[src/rtl/alu_pkg.sv]
// Shared ALU definitions: op codes (also used by the ALU-control decoder) and
// the execution-unit state encoding.
package alu_pkg;

  localparam int unsigned CTRL_W = 4;

  typedef logic [CTRL_W-1:0] alu_op_t;

  localparam alu_op_t OP_ADD = 4'b0000;
  localparam alu_op_t OP_SUB = 4'b0001;
  localparam alu_op_t OP_AND = 4'b0010;
  localparam alu_op_t OP_OR  = 4'b0011;
  localparam alu_op_t OP_XOR = 4'b0100;
  localparam alu_op_t OP_SLL = 4'b0101;
  localparam alu_op_t OP_SRL = 4'b0110;

  typedef enum logic [1:0] {
    ST_IDLE  = 2'd0,
    ST_SHIFT = 2'd1,
    ST_DONE  = 2'd2
  } state_e;

  function automatic logic is_shift_op(input alu_op_t op);
    return (op == OP_SLL) || (op == OP_SRL);
  endfunction

endpackage

[src/rtl/alu_comb.sv]
// Single-cycle ALU evaluation. Shift ops pass op_a through; the multi-cycle
// shift itself is sequenced by the execution unit.
module alu_comb
  import alu_pkg::*;
#(
  parameter int unsigned XLEN = 32
) (
  input  logic [CTRL_W-1:0] ctrl_i,
  input  logic [XLEN-1:0]   a_i,
  input  logic [XLEN-1:0]   b_i,
  output logic [XLEN-1:0]   res_c,
  output logic              illegal_c
);

  always_comb begin
    res_c     = '0;
    illegal_c = 1'b0;
    case (ctrl_i)
      OP_ADD:         res_c = a_i + b_i;
      OP_SUB:         res_c = a_i - b_i;
      OP_AND:         res_c = a_i & b_i;
      OP_OR:          res_c = a_i | b_i;
      OP_XOR:         res_c = a_i ^ b_i;
      OP_SLL, OP_SRL: res_c = a_i;
      default:        illegal_c = 1'b1;
    endcase
  end

endmodule

[src/rtl/alu_exec_unit.sv]
// ALU execution unit: valid/ready handshake, single-cycle ops via alu_comb and
// bit-serial SLL/SRL (one bit per cycle) with a registered result.
module alu_exec_unit
  import alu_pkg::*;
#(
  parameter int unsigned XLEN = 32
) (
  input  logic              clk,
  input  logic              rst,
  input  logic              in_valid,
  output logic              in_ready,
  input  logic [CTRL_W-1:0] alu_ctrl,
  input  logic [XLEN-1:0]   op_a,
  input  logic [XLEN-1:0]   op_b,
  output logic              out_valid,
  input  logic              out_ready,
  output logic [XLEN-1:0]   result,
  output logic              zero,
  output logic              illegal
);

  localparam int unsigned SHW = $clog2(XLEN);

  state_e          state_q, state_d;
  logic [XLEN-1:0] work_q, work_d;
  logic [XLEN-1:0] result_q, result_d;
  logic [SHW-1:0]  cnt_q, cnt_d;
  logic            left_q, left_d;
  logic            zero_q, zero_d;
  logic            illegal_q, illegal_d;
  logic            in_ready_q, in_ready_d;
  logic            out_valid_q, out_valid_d;

  logic [XLEN-1:0] comb_res;
  logic            comb_ill;
  logic [SHW-1:0]  amt;
  logic [XLEN-1:0] work_shifted;
  logic            accept;

  alu_comb #(.XLEN(XLEN)) u_alu_comb (
    .ctrl_i    (alu_ctrl),
    .a_i       (op_a),
    .b_i       (op_b),
    .res_c     (comb_res),
    .illegal_c (comb_ill)
  );

  assign amt          = op_b[SHW-1:0];
  assign accept       = in_valid & in_ready_q;
  assign work_shifted = left_q ? (work_q << 1) : (work_q >> 1);

  always_comb begin
    state_d   = state_q;
    work_d    = work_q;
    result_d  = result_q;
    cnt_d     = cnt_q;
    left_d    = left_q;
    zero_d    = zero_q;
    illegal_d = illegal_q;
    case (state_q)
      ST_IDLE: begin
        if (accept) begin
          if (is_shift_op(alu_ctrl) && (amt != '0)) begin
            state_d = ST_SHIFT;
            work_d  = op_a;
            cnt_d   = amt;
            left_d  = (alu_ctrl == OP_SLL);
          end else begin
            // Shift by zero falls through here: alu_comb yields op_a.
            state_d   = ST_DONE;
            result_d  = comb_res;
            zero_d    = (comb_res == '0);
            illegal_d = comb_ill;
          end
        end
      end
      ST_SHIFT: begin
        work_d = work_shifted;
        cnt_d  = cnt_q - SHW'(1);
        if (cnt_q == SHW'(1)) begin
          state_d   = ST_DONE;
          result_d  = work_shifted;
          zero_d    = (work_shifted == '0);
          illegal_d = 1'b0;
        end
      end
      ST_DONE: begin
        if (out_ready) state_d = ST_IDLE;
      end
      default: state_d = ST_IDLE;
    endcase
    in_ready_d  = (state_d == ST_IDLE);
    out_valid_d = (state_d == ST_DONE);
  end

  always_ff @(posedge clk) begin
    if (rst) begin
      state_q     <= ST_IDLE;
      work_q      <= '0;
      result_q    <= '0;
      cnt_q       <= '0;
      left_q      <= 1'b0;
      zero_q      <= 1'b0;
      illegal_q   <= 1'b0;
      in_ready_q  <= 1'b1;
      out_valid_q <= 1'b0;
    end else begin
      state_q     <= state_d;
      work_q      <= work_d;
      result_q    <= result_d;
      cnt_q       <= cnt_d;
      left_q      <= left_d;
      zero_q      <= zero_d;
      illegal_q   <= illegal_d;
      in_ready_q  <= in_ready_d;
      out_valid_q <= out_valid_d;
    end
  end

  assign in_ready  = in_ready_q;
  assign out_valid = out_valid_q;
  assign result    = result_q;
  assign zero      = zero_q;
  assign illegal   = illegal_q;

endmodule

[config.mk]
export PLATFORM = sky130hd
export DESIGN_NAME = alu_exec_unit
export DESIGN_NICKNAME = d
export VERILOG_FILES = /design/src/rtl/alu_pkg.sv /design/src/rtl/alu_comb.sv /design/src/rtl/alu_exec_unit.sv
export SDC_FILE = /design/constraint.sdc
export NUM_CORES = 1
export LEC_CHECK = 0
export BUFFER_PORTS_ARGS = -buffer_cell sky130_fd_sc_hd__buf_2
export CAP_MARGIN = 30
export CORE_MARGIN = 8
export CORE_UTILIZATION = 40
export DETAILED_ROUTE_END_ITERATION = 8
export GPL_ROUTABILITY_DRIVEN = 1
export HOLD_SLACK_MARGIN = 0.1
export PLACE_DENSITY = 0.67
export SLEW_MARGIN = 25
export SYNTH_ARGS = -nofsm -noshare
export SYNTH_HDL_FRONTEND = slang
export SYNTH_SLANG_ARGS = --single-unit
[constraint.sdc]
create_clock -name clk -period 8.3 [get_ports clk]
set_input_delay 1.245 -clock clk [delete_from_list [all_inputs] [get_ports clk]]
set_output_delay 1.245 -clock clk [all_outputs]
set_load 0.02 [all_outputs]
### Yosys cells after proc, flatten, opt, wreduce, memory -nomap -nowiden

Index checks and enable logic that the tools add are counted.

| storage, ports and cells | value |
|---|---|
| register bits | 76 |
| latch bits | 0 |
| bits in writable memories | 0 |
| bits in read-only memories | 0 |
| bits of input ports | 72 |
| output and inout port bits | 36 |
| memories | 0 |

| cells by class | value |
|---|---|
| add/sub/neg operators | 3 |
| multipliers | 0 |
| divide/modulo/power cells | 0 |
| $lt $le $gt $ge | 0 |
| equality and inequality tests | 14 |
| shifts and indexed selects | 0 |
| muxes and demuxes | 26 |
| bitwise logic cells | 4 |
| reductions and logical operators | 14 |

Operators with widths:

| kind | number |
|---|---|
| 32-bit 2-to-1 mux | 6 |
| 32-bit one-hot mux with 6 select lines | 1 |
| 32-bit one-hot mux with 2 select lines | 2 |
| 32-bit logical NOT | 2 |
| 32-bit adder | 1 |
| 32-bit bitwise AND | 1 |
| 32-bit bitwise OR | 1 |
| 32-bit subtractor | 1 |
| 32-bit bitwise XOR | 1 |
| 4-bit by 3-bit equality test with 1-bit output (second input constant) | 3 |
| 5-bit 2-to-1 mux | 2 |
| 5-bit one-hot mux with 2 select lines | 1 |
| 4-bit by 2-bit equality test with 1-bit output (second input constant) | 2 |
| 2-bit 2-to-1 mux | 4 |
| 2-bit inequality test (second input constant) | 4 |
| 1-bit 2-to-1 mux | 7 |
| 7-bit OR reduction | 1 |
| 2-bit one-hot mux with 3 select lines | 1 |
| 3-bit AND reduction | 2 |
| 5-bit by 1-bit equality test with 1-bit output (second input constant) | 1 |
| 5-bit nonzero test | 1 |
| 5-bit by 1-bit subtractor with 5-bit output (second input constant) | 1 |
| 2-bit equality test (second input constant) | 2 |
| 4-bit by 1-bit equality test with 1-bit output (second input constant) | 1 |
| 10 further kinds | 12 |

### Depth between registers and ports, before layout

Gate-level depths: netlist of run 1.

| logic depth | value |
|---|---|
| depth after elaboration | 7 |
| depth in mapped cells | 20 |
| gate-level depth less buffers | 19 |

### By module

A second synthesis of run 1 with hierarchy kept.

| unflattened totals | value |
|---|---|
| cells, all modules | 1080 |
| area, all modules | 7932.6 um^2 |

By module, submodules not included:

| module | times used | cells an instance | area an instance (um^2) | sequential area each (um^2) |
|---|---|---|---|---|
| alu_comb | 1 | 595 | 4149.0 | 0.0 |
| alu_exec_unit | 1 | 485 | 3783.6 | 1521.5 |

### Worst setup path after synthesis of run 1

No wires, ideal clock.

| path | value |
|---|---|
| path type | input-to-reg |
| start point | in alu_ctrl[2] |
| end point | reg zero_q (netlist: zero) |
| setup time | 59 ps |
| arrival | 5153 ps |
| data required time | 8241 ps |
| setup slack | 3088 ps |
| stages on the path | 18 |
| buffers on the path | 3 |
| cells stage by stage | buf_4 -> nor3_1 -> and2_1 -> clkbuf_1 -> clkbuf_1 -> nor2_1 -> xnor2_1 -> ha_1 -> a21o_1 -> a211oi_4 -> a21o_1 -> xor2_1 -> o21ai_1 -> or4_1 -> nor4_1 -> nand4_1 -> nor4_1 -> a41o_1 |

| on the way | value |
|---|---|
| word-level cells in the longest chain between the ends | 7 |
| elaborated cells on any way between the ends | 17 |
| classes of those cells | eq/ne (7); mux (4); reduce/logical (6) |

RTL lines:

| item | line | RTL |
|---|---|---|
| start, declared | alu_exec_unit.sv:12 | `input logic [CTRL_W-1:0] alu_ctrl,` |
| 4-bit by 3-bit equality test with 1-bit output | alu_pkg.sv:24, alu_comb.sv:18 |  |
| 2-bit OR reduction | alu_comb.sv:18 | `case (ctrl_i)` |
| 32-bit one-hot mux with 6 select lines | alu_comb.sv:18 |  |
| 32-bit logical NOT | alu_exec_unit.sv:72 | `zero_d = (comb_res == '0);` |
| 1-bit 2-to-1 mux | alu_exec_unit.sv:63 | `if (is_shift_op(alu_ctrl) && (amt != '0)) begin` |
| 1-bit 2-to-1 mux | alu_exec_unit.sv:62 | `if (accept) begin` |
| 1-bit one-hot mux with 2 select lines | alu_exec_unit.sv:60 | `case (state_q)` |
| end signal, assigned | alu_exec_unit.sv:113 | `zero_q <= zero_d;` |
| end, declared | alu_exec_unit.sv:29 | `logic zero_q, zero_d;` |

Several ways; a longest one is shown, not always the timed one. The select of a mux whose other input is x is not followed.
A chain may end at the register's enable or synchronous reset.

### Final worst setup path of run 1

| path | value |
|---|---|
| start point | in alu_ctrl[1] |
| end point | reg zero_q (netlist: zero) |

Same word-level chain as after synthesis.

==> results of run 1 <==
worst max-delay path: stages:
cell and delay (ps):
buf_2 220, nor3_2 210, buf_4 310, nand2_1 440, o21ai_0 470, inv_1 80, ha_1 270, nor2b_1 140
o2111ai_1 500, a21o_1 220, xor2_1 160, o21ai_1 100, or4_1 550, nor4_1 330, nand4_1 140, nor4_1 210
a41o_1 210
worst min-delay path by stage:
stage | cells past startpoint | start | to | slack, ps
5_1_grt | 2 | result[13] | result[13] | 460
3_3_place_gp | 2 | result[29] | result[29] | 440
6_report | 2 | result[29] | result[29] | 450
4_1_cts | 2 | result[29] | result[29] | 450
2_1_floorplan | 2 | work_q[23] | work_q[23] | 470
3_5_place_dp | 2 | result[13] | result[13] | 440
registers in the layout (all words and copies together), names as in the netlist:
name / count
cnt_q: 5
illegal: 1
in_ready: 1
left_q: 1
out_valid: 1
result: 32
state_q: 2
work_q: 32
zero: 1
report_power, final:
group / leakage, nW / switching (mW) / total, mW / internal, mW
clock network: 0.158 / 0.150 / 0.427 / 0.277
logic: 3.31 / 0.315 / 0.501 / 0.186
registers: 0.618 / 0.0184 / 0.405 / 0.387
total: 4.08 / 0.483 / 1.33 / 0.849
logic make-up after synthesis:
| kind of cell | after synthesis |
|---|---|
| buffers and inverters | 155 |
| AND/OR/NAND/NOR | 372 |
| multiplexers | 30 |
| AO/OA/AOI/OAI | 366 |
| adder cells (fa/ha/maj) | 100 |
| flip-flops | 76 |
| XOR/XNOR | 50 |
per-stage QoR:
step	hold WS (ps)	cells	cell area (um^2)	utilization, %
after floorplan	468	1149	8580	-
after global placement	438	1466	9260	44.0
after detailed placement	443	1466	9260	44.0
after CTS	451	1481	9580	45.6
after global routing	456	1482	9590	45.6
final	447	1482	9590	45.6
final cells by class:
cell class / count / share of cell area (%)
Multi-Input combinational cell: 918 / 67.5
Tap cell: 275 / 3.59
Inverter: 78 / 3.05
Timing Repair Buffer: 120 / 6.64
Clock inverter: 4 / 0.757
Clock buffer: 11 / 2.64
Sequential cell: 76 / 15.9
per-layer routing:
metal / up-vias / global-route usage (%)
met5: - / 0
met4: 0 / 6.65
met3: 49 / 3.82
met2: 402 / 33.0
met1: 4350 / 31.7
li1: 4344 / -
synthesized netlist by cell type (all sizes together), types with 11 or more instances:
cell type,n,area (um^2)
inv,78,293
ha,99,1240
a21o,21,158
nor3,22,110
and3,11,68.8
dfxtp,76,1520
a22oi,19,143
o211ai,13,97.6
xnor2,38,340
and2,11,68.8
xor2,12,105
a21oi,85,429
a211oi,38,303
nor2b,28,183
a311oi,19,166
a31oi,14,87.6
nor2,82,308
nor4,19,176
nand2,127,477
a221oi,16,140
nand4,11,75.1
buf,16,92.6
o21ai,57,289
clkbuf,61,229
nand3,14,70.1
mux2i,28,280
cells in the final DEF (no fill, tap or decap), types with 10 or more instances in the layout:
cell	Yosys	final
xnor2_1	37	37
nand2_1	127	127
nor2b_1	27	26
mux2i_1	28	28
a311oi_1	19	19
nor4_1	14	14
o21ai_0	53	53
a221oi_1	16	16
ha_1	99	99
a211oi_1	36	36
a31oi_1	14	14
nor2_1	82	81
a22oi_1	19	19
nand3_1	14	14
and2_1	11	11
buf_2	8	107
nor3_1	22	20
o211ai_1	13	13
and3_1	11	11
or3_1	10	10
o221ai_1	10	10
a21oi_1	84	84
inv_1	78	78
a21o_1	21	20
buf_4	2	12
dfxtp_1	76	75
nand4_1	10	10
xor2_1	12	12
==> impl_results.md, run 1 <==
- CP Max Fanout: 26
- CTS Hold Bufs: 0
- Slew HR: a little under a third
- Outcome: completed
- Post-synth net total: between 1k and 1.5k
- Power per cell area: 139 mW/mm^2
- Placer Congestion: 0.932
- RSZ-0062 raised after global routing: no
- Grt ovf: 0
- MaxCap Viol Count: 0
- Slew Viols, Final: 0
- Die area: 0.0264 mm^2
- FF+latch count, synth: 76
- Clk buf depth: 2
- Post_cts resized: 0
- Root buf cell: clkbuf_16
- Post-DP HPWL: approximately 24 mm
- Tmin final: 5560 ps
- Area share of xor/xnor cells in the synthesized design: 5.19%
- Drt initial violations: just under 900
- Routed Antenna Nets: 0
- Leak: 4.08 nW
- Reg2reg start: cnt_q[0]
- Fin nets: around 1.4k
- Setup-failing EPs final: 0
- Post-CTS Setup Bufs: 0
- H-tree Lvls: 3
- TritonCTS buffer count: 9
- EDFF count, synth: 0
- Worst setup SP type: primary input
- FF-to-FF End: zero
- Post-synth ARST share: 0%
- Seq/Total Area, Yosys: 17.7%
- Hold WC Path Type: flop to flop
- Tcrit/Tclk final: between 60% and 70%
- Yosys cell types: 83
- Antenna violations before repair: 0
- Clk_lat worst skew: 340 ps
- First-pass GRT wire length: 47.4 mm
- Core area: around 0.021 mm^2
- Cell row count: 53
- Synth Area in Simple Gates: between 20% and 30%
- Max VDD drop: 0.0719 mV
- Main combinational cell family by area after synthesis: compound AO/OA/AOI/OAI gates
- Met3 WL: between 2 and 3 mm
- Reg-to-reg setup timing slack: between 5000 and 6000 ps
- Die Width: 162 um
- Routed vias/inst: 6.17
- Critical path data required time: 8580 ps
- Pwr Total: about 1.3 mW
- Post-Route Skew: 5.65 ps
- Max layer used: met4
- Number of diodes: 0
- Num ports: approximately 110
- Max Fclk: around 0.18 GHz
- Met2 wire len: 12.9 mm
- Synth warnings: 0
- Ys flop type: dfxtp_1
- PortBufs: roughly 110
- Setup_tns: 0 ps
- Post-Synthesis Cells: approximately 1.1k
- Worst Reg-to-Reg Cells: 11
- Die Ht: roughly 160 um
- Post-synthesis mux area share: 3.53%
- Crit. Startpoint: alu_ctrl[1]
- DR pass1 iterations: 5
- Layout cell share with drive strength beyond 1: 13.8%
- Fill count: 2,114
- Final wirelength: between 30 and 40 mm
- Synthesized cell area: around 0.0086 mm^2
- Wl on met1: between 10 and 15 mm
- Setup WS post-layout: 2740 ps
- Largest net degree at the start of global routing: 70
- Via count: roughly 9.1k
- Post-synthesis compound-gate area fraction: 29.7%
- Multi-input logic area: 0.00647 mm^2
- Synth Area in Adders: 14.7%
- End of the critical path: zero
- DP Worst Slack: 2430 ps
- DR WL/cell: 20.4 um
- WS Path Type: primary input to flop
- GRT Overall Usage: 22.1%
- Final Hold Vio Count: 0
- Layout area overhead: 11.8%
- Critical Path AT: 5840 ps
- Initial Util: between 40% and 50%
- # DRC: 0
- CTS sink count: 76
- Tightest Pin Transition: 1020 ps
- FF/Latch Area: 0.00152 mm^2
- Clock transition at path regs: 60 ps
- Vias in the first global route: 8,599
- Worst Setup End Kind: flop
- Syn avg cell area: 7.47 um^2
- CTS tree: done
No activity file was read; power rests on OpenSTA's default activity.
==> inputs of run 2 (changes only) <==
--- a/config.mk
+++ b/config.mk
@@ -12,7 +12,7 @@
 export DETAILED_ROUTE_END_ITERATION = 8
 export GPL_ROUTABILITY_DRIVEN = 1
 export HOLD_SLACK_MARGIN = 0.1
-export PLACE_DENSITY = 0.67
+export PLACE_DENSITY = 0.69
 export SLEW_MARGIN = 25
 export SYNTH_ARGS = -nofsm -noshare
 export SYNTH_HDL_FRONTEND = slang
==> constraint.sdc (replaced) <==
create_clock -name clk -period 5 [get_ports clk]
set_input_delay 0.75 -clock clk [delete_from_list [all_inputs] [get_ports clk]]
set_output_delay 0.75 -clock clk [all_outputs]
set_load 0.02 [all_outputs]
==> run 2 against run 1 <==
Clock power up 85%. Non-clock buffer count rose by 17. Core utilization is 0.85 points higher. Combinational power rose by 68%. Sequential power is 66% higher.
==> impl_results.md, run 2 (synthesis results as in run 1) <==
- Die Ht: 162 um (unchanged)
- GRT Overall Usage: 22.0% (was 22.1%)
- Setup WS post-layout: 465 ps (was 2740 ps)
- # DRC: 0 (unchanged)
- CTS tree: done (unchanged)
- H-tree Lvls: 3 (unchanged)
- Die Width: 162 um (unchanged)
- Drt initial violations: 858 (was 892)
- Worst Setup End Kind: flop (unchanged)
- Layout area overhead: 13.9% (was 11.8%)
- Placer Congestion: 0.947 (was 0.932)
- Leak: 4.18 nW (was 4.08 nW)
- CTS sink count: 76 (unchanged)
- Setup_tns: 0 ps (unchanged)
- Most common cell after layout, fill and taps aside: nand2_1 (unchanged)
- CTS Hold Bufs: 0 (unchanged)
- Tcrit/Tclk final: roughly nine tenths
- Clk_lat worst skew: 350 ps (was 340 ps)
- TritonCTS buffer count: 9 (unchanged)
- Slowest stage delay, CP: 430 ps (was 550 ps)
- First-pass GRT wire length: 47.1 mm (was 47.4 mm)
- Num ports: 108 (unchanged)
- WS Path Type: primary input to flop (unchanged)
- Setup-failing EPs final: 0 (unchanged)
- Clk buf depth: 2 (unchanged)
- Routed Antenna Nets: 0 (unchanged)
- Outcome: completed (unchanged)
- Final Instance Area: 0.00977 mm^2 (was 0.00959 mm^2)
- Routed vias/inst: 6.15 (was 6.17)
- Crit-path most repeated cell: nor4_1 (unchanged)
- Placed cells: 1,484 (was 1,466)
- Vias in the first global route: 8,460 (was 8,599)
- DR pass1 iterations: 6 (was 5)
- Hold slack: 449 ps (was 447 ps)
- Post-Route Skew: 8.45 ps (was 5.65 ps)
- Worst Reg-to-Reg Cells: 12 (was 11)
- MaxCap Viol Count: 0 (unchanged)
- Tightest Pin Transition: 718 ps (was 1020 ps)
- PortBufs: 107 (unchanged)
- Initial Util: 40.8% (unchanged)
- DP Worst Slack: 215 ps (was 2430 ps)
- Post-CTS Setup Bufs: 0 (unchanged)
- Largest net degree at the start of global routing: 69 (was 70)
- Critical path data required time: 5290 ps (was 8580 ps)
- Critical Path AT: 4820 ps (was 5840 ps)
- Slew HR: 52.1% (was 31.2%)
- Fin nets: 1,392 (was 1,375)
- Most frequent cells in the layout: nand2_1 (127), buf_2 (107), ha_1 (99) (unchanged)
- Max Fclk: 0.221 GHz
- Number of diodes: 0 (unchanged)
- Worst setup SP type: primary input (unchanged)
- CP max stage cell: nor4_1 (was or4_1)
- Slew Viols, Final: 0 (unchanged)
- Power per cell area: 236 mW/mm^2 (was 139 mW/mm^2)
- Tmin final: 4530 ps
- Final Hold Vio Count: 0 (unchanged)
- Post-route insts no fill: 1,500 (was 1,482)
- Root buf cell: clkbuf_16 (unchanged)
- Area after DPL: 0.00941 mm^2 (was 0.00926 mm^2)
- DR WL/cell: 20.1 um (was 20.4 um)
- Final wirelength: 30.1 mm (was 30.3 mm)
- Hold Path Cell Cnt: 2 (unchanged)
- Crit-path cells: buf_2, nor4_4, and2_1, nand3_1, o41ai_1, xnor2_1, ha_1, a21oi_1, o21a_1, o22ai_1, nor4_1, o21ai_0, xor2_1, a211oi_1, nand4_1, nor4_1, a41o_1 (was buf_2, nor3_2, buf_4, nand2_1, o21ai_0, inv_1, ha_1, nor2b_1, o2111ai_1, a21o_1, xor2_1, o21ai_1, or4_1, nor4_1, nand4_1, nor4_1, a41o_1)
- Die area: 0.0264 mm^2 (unchanged)
- Via count: 9,227 (was 9,145)
- Clock transition at path regs: 60 ps (about the same)
- RSZ-0062 raised after global routing: no (unchanged)
- Cell row count: 53 (unchanged)
- Hold WC Path Type: flop to flop (unchanged)
- CP Max Fanout: 11 (was 26)
- Layout cell share with drive strength beyond 1: 15.0% (was 13.8%)
- Antenna violations before repair: 0 (unchanged)
- Post-DP HPWL: 23.7 mm (was 23.5 mm)
- Grt ovf: 0 (unchanged)
- Max VDD drop: 0.138 mV (was 0.0719 mV)
- Core area: 0.0210 mm^2 (unchanged)
- Post_cts resized: 0 (unchanged)
run 2: layer usage:
metal	wire length, um	GRT usage, %
met1	13800	32.1
met2	12700	32.6
met3	2890	3.34
met4	694	6.23
met5	0	0
run 2: worst paths after layout:
check	startpoint	slack, ps	end
min reg2reg	result[1]	450	result[1]
min	result[1]	450	result[1]
max reg2reg	cnt_q[1]	1650	zero
max	op_b[2]	470	zero
run 2: worst max-delay path, delay by kind of cell:
kind | cells | cell delay (ps)
AOI/OAI and AO/OA | 7 | 1610
and+or+nand+nor | 6 | 1580
adders and majority gates | 1 | 420
xor gates and xnor gates | 2 | 290
buffers and inverters | 1 | 150
run 2: layout make-up:
class | count | area (um^2)
Clock inverter | 5 | 106
Multi-Input combinational cell | 918 | 6470
Timing Repair Buffer | 137 | 781
Sequential cell | 76 | 1520
Inverter | 78 | 293
Fill cell | 2121 | 11300
Tap cell | 275 | 344
Clock buffer | 11 | 253
run 2: where the power goes:
group | total [mW] | internal [mW] | leakage (nW) | switching [mW]
combinational | 0.844 | 0.321 | 3.39 | 0.523
clock | 0.788 | 0.517 | 0.172 | 0.272
sequential | 0.672 | 0.642 | 0.618 | 0.0307
total | 2.30 | 1.48 | 4.18 | 0.825
run 2: stage by stage:
step                utilization [%]  total power, mW
floorplan                         -             1.25
detailed placement             44.8             1.51
global route                   46.5             2.42
CTS                            46.5             2.29
global placement               44.6             1.50
finish                         46.5             2.30
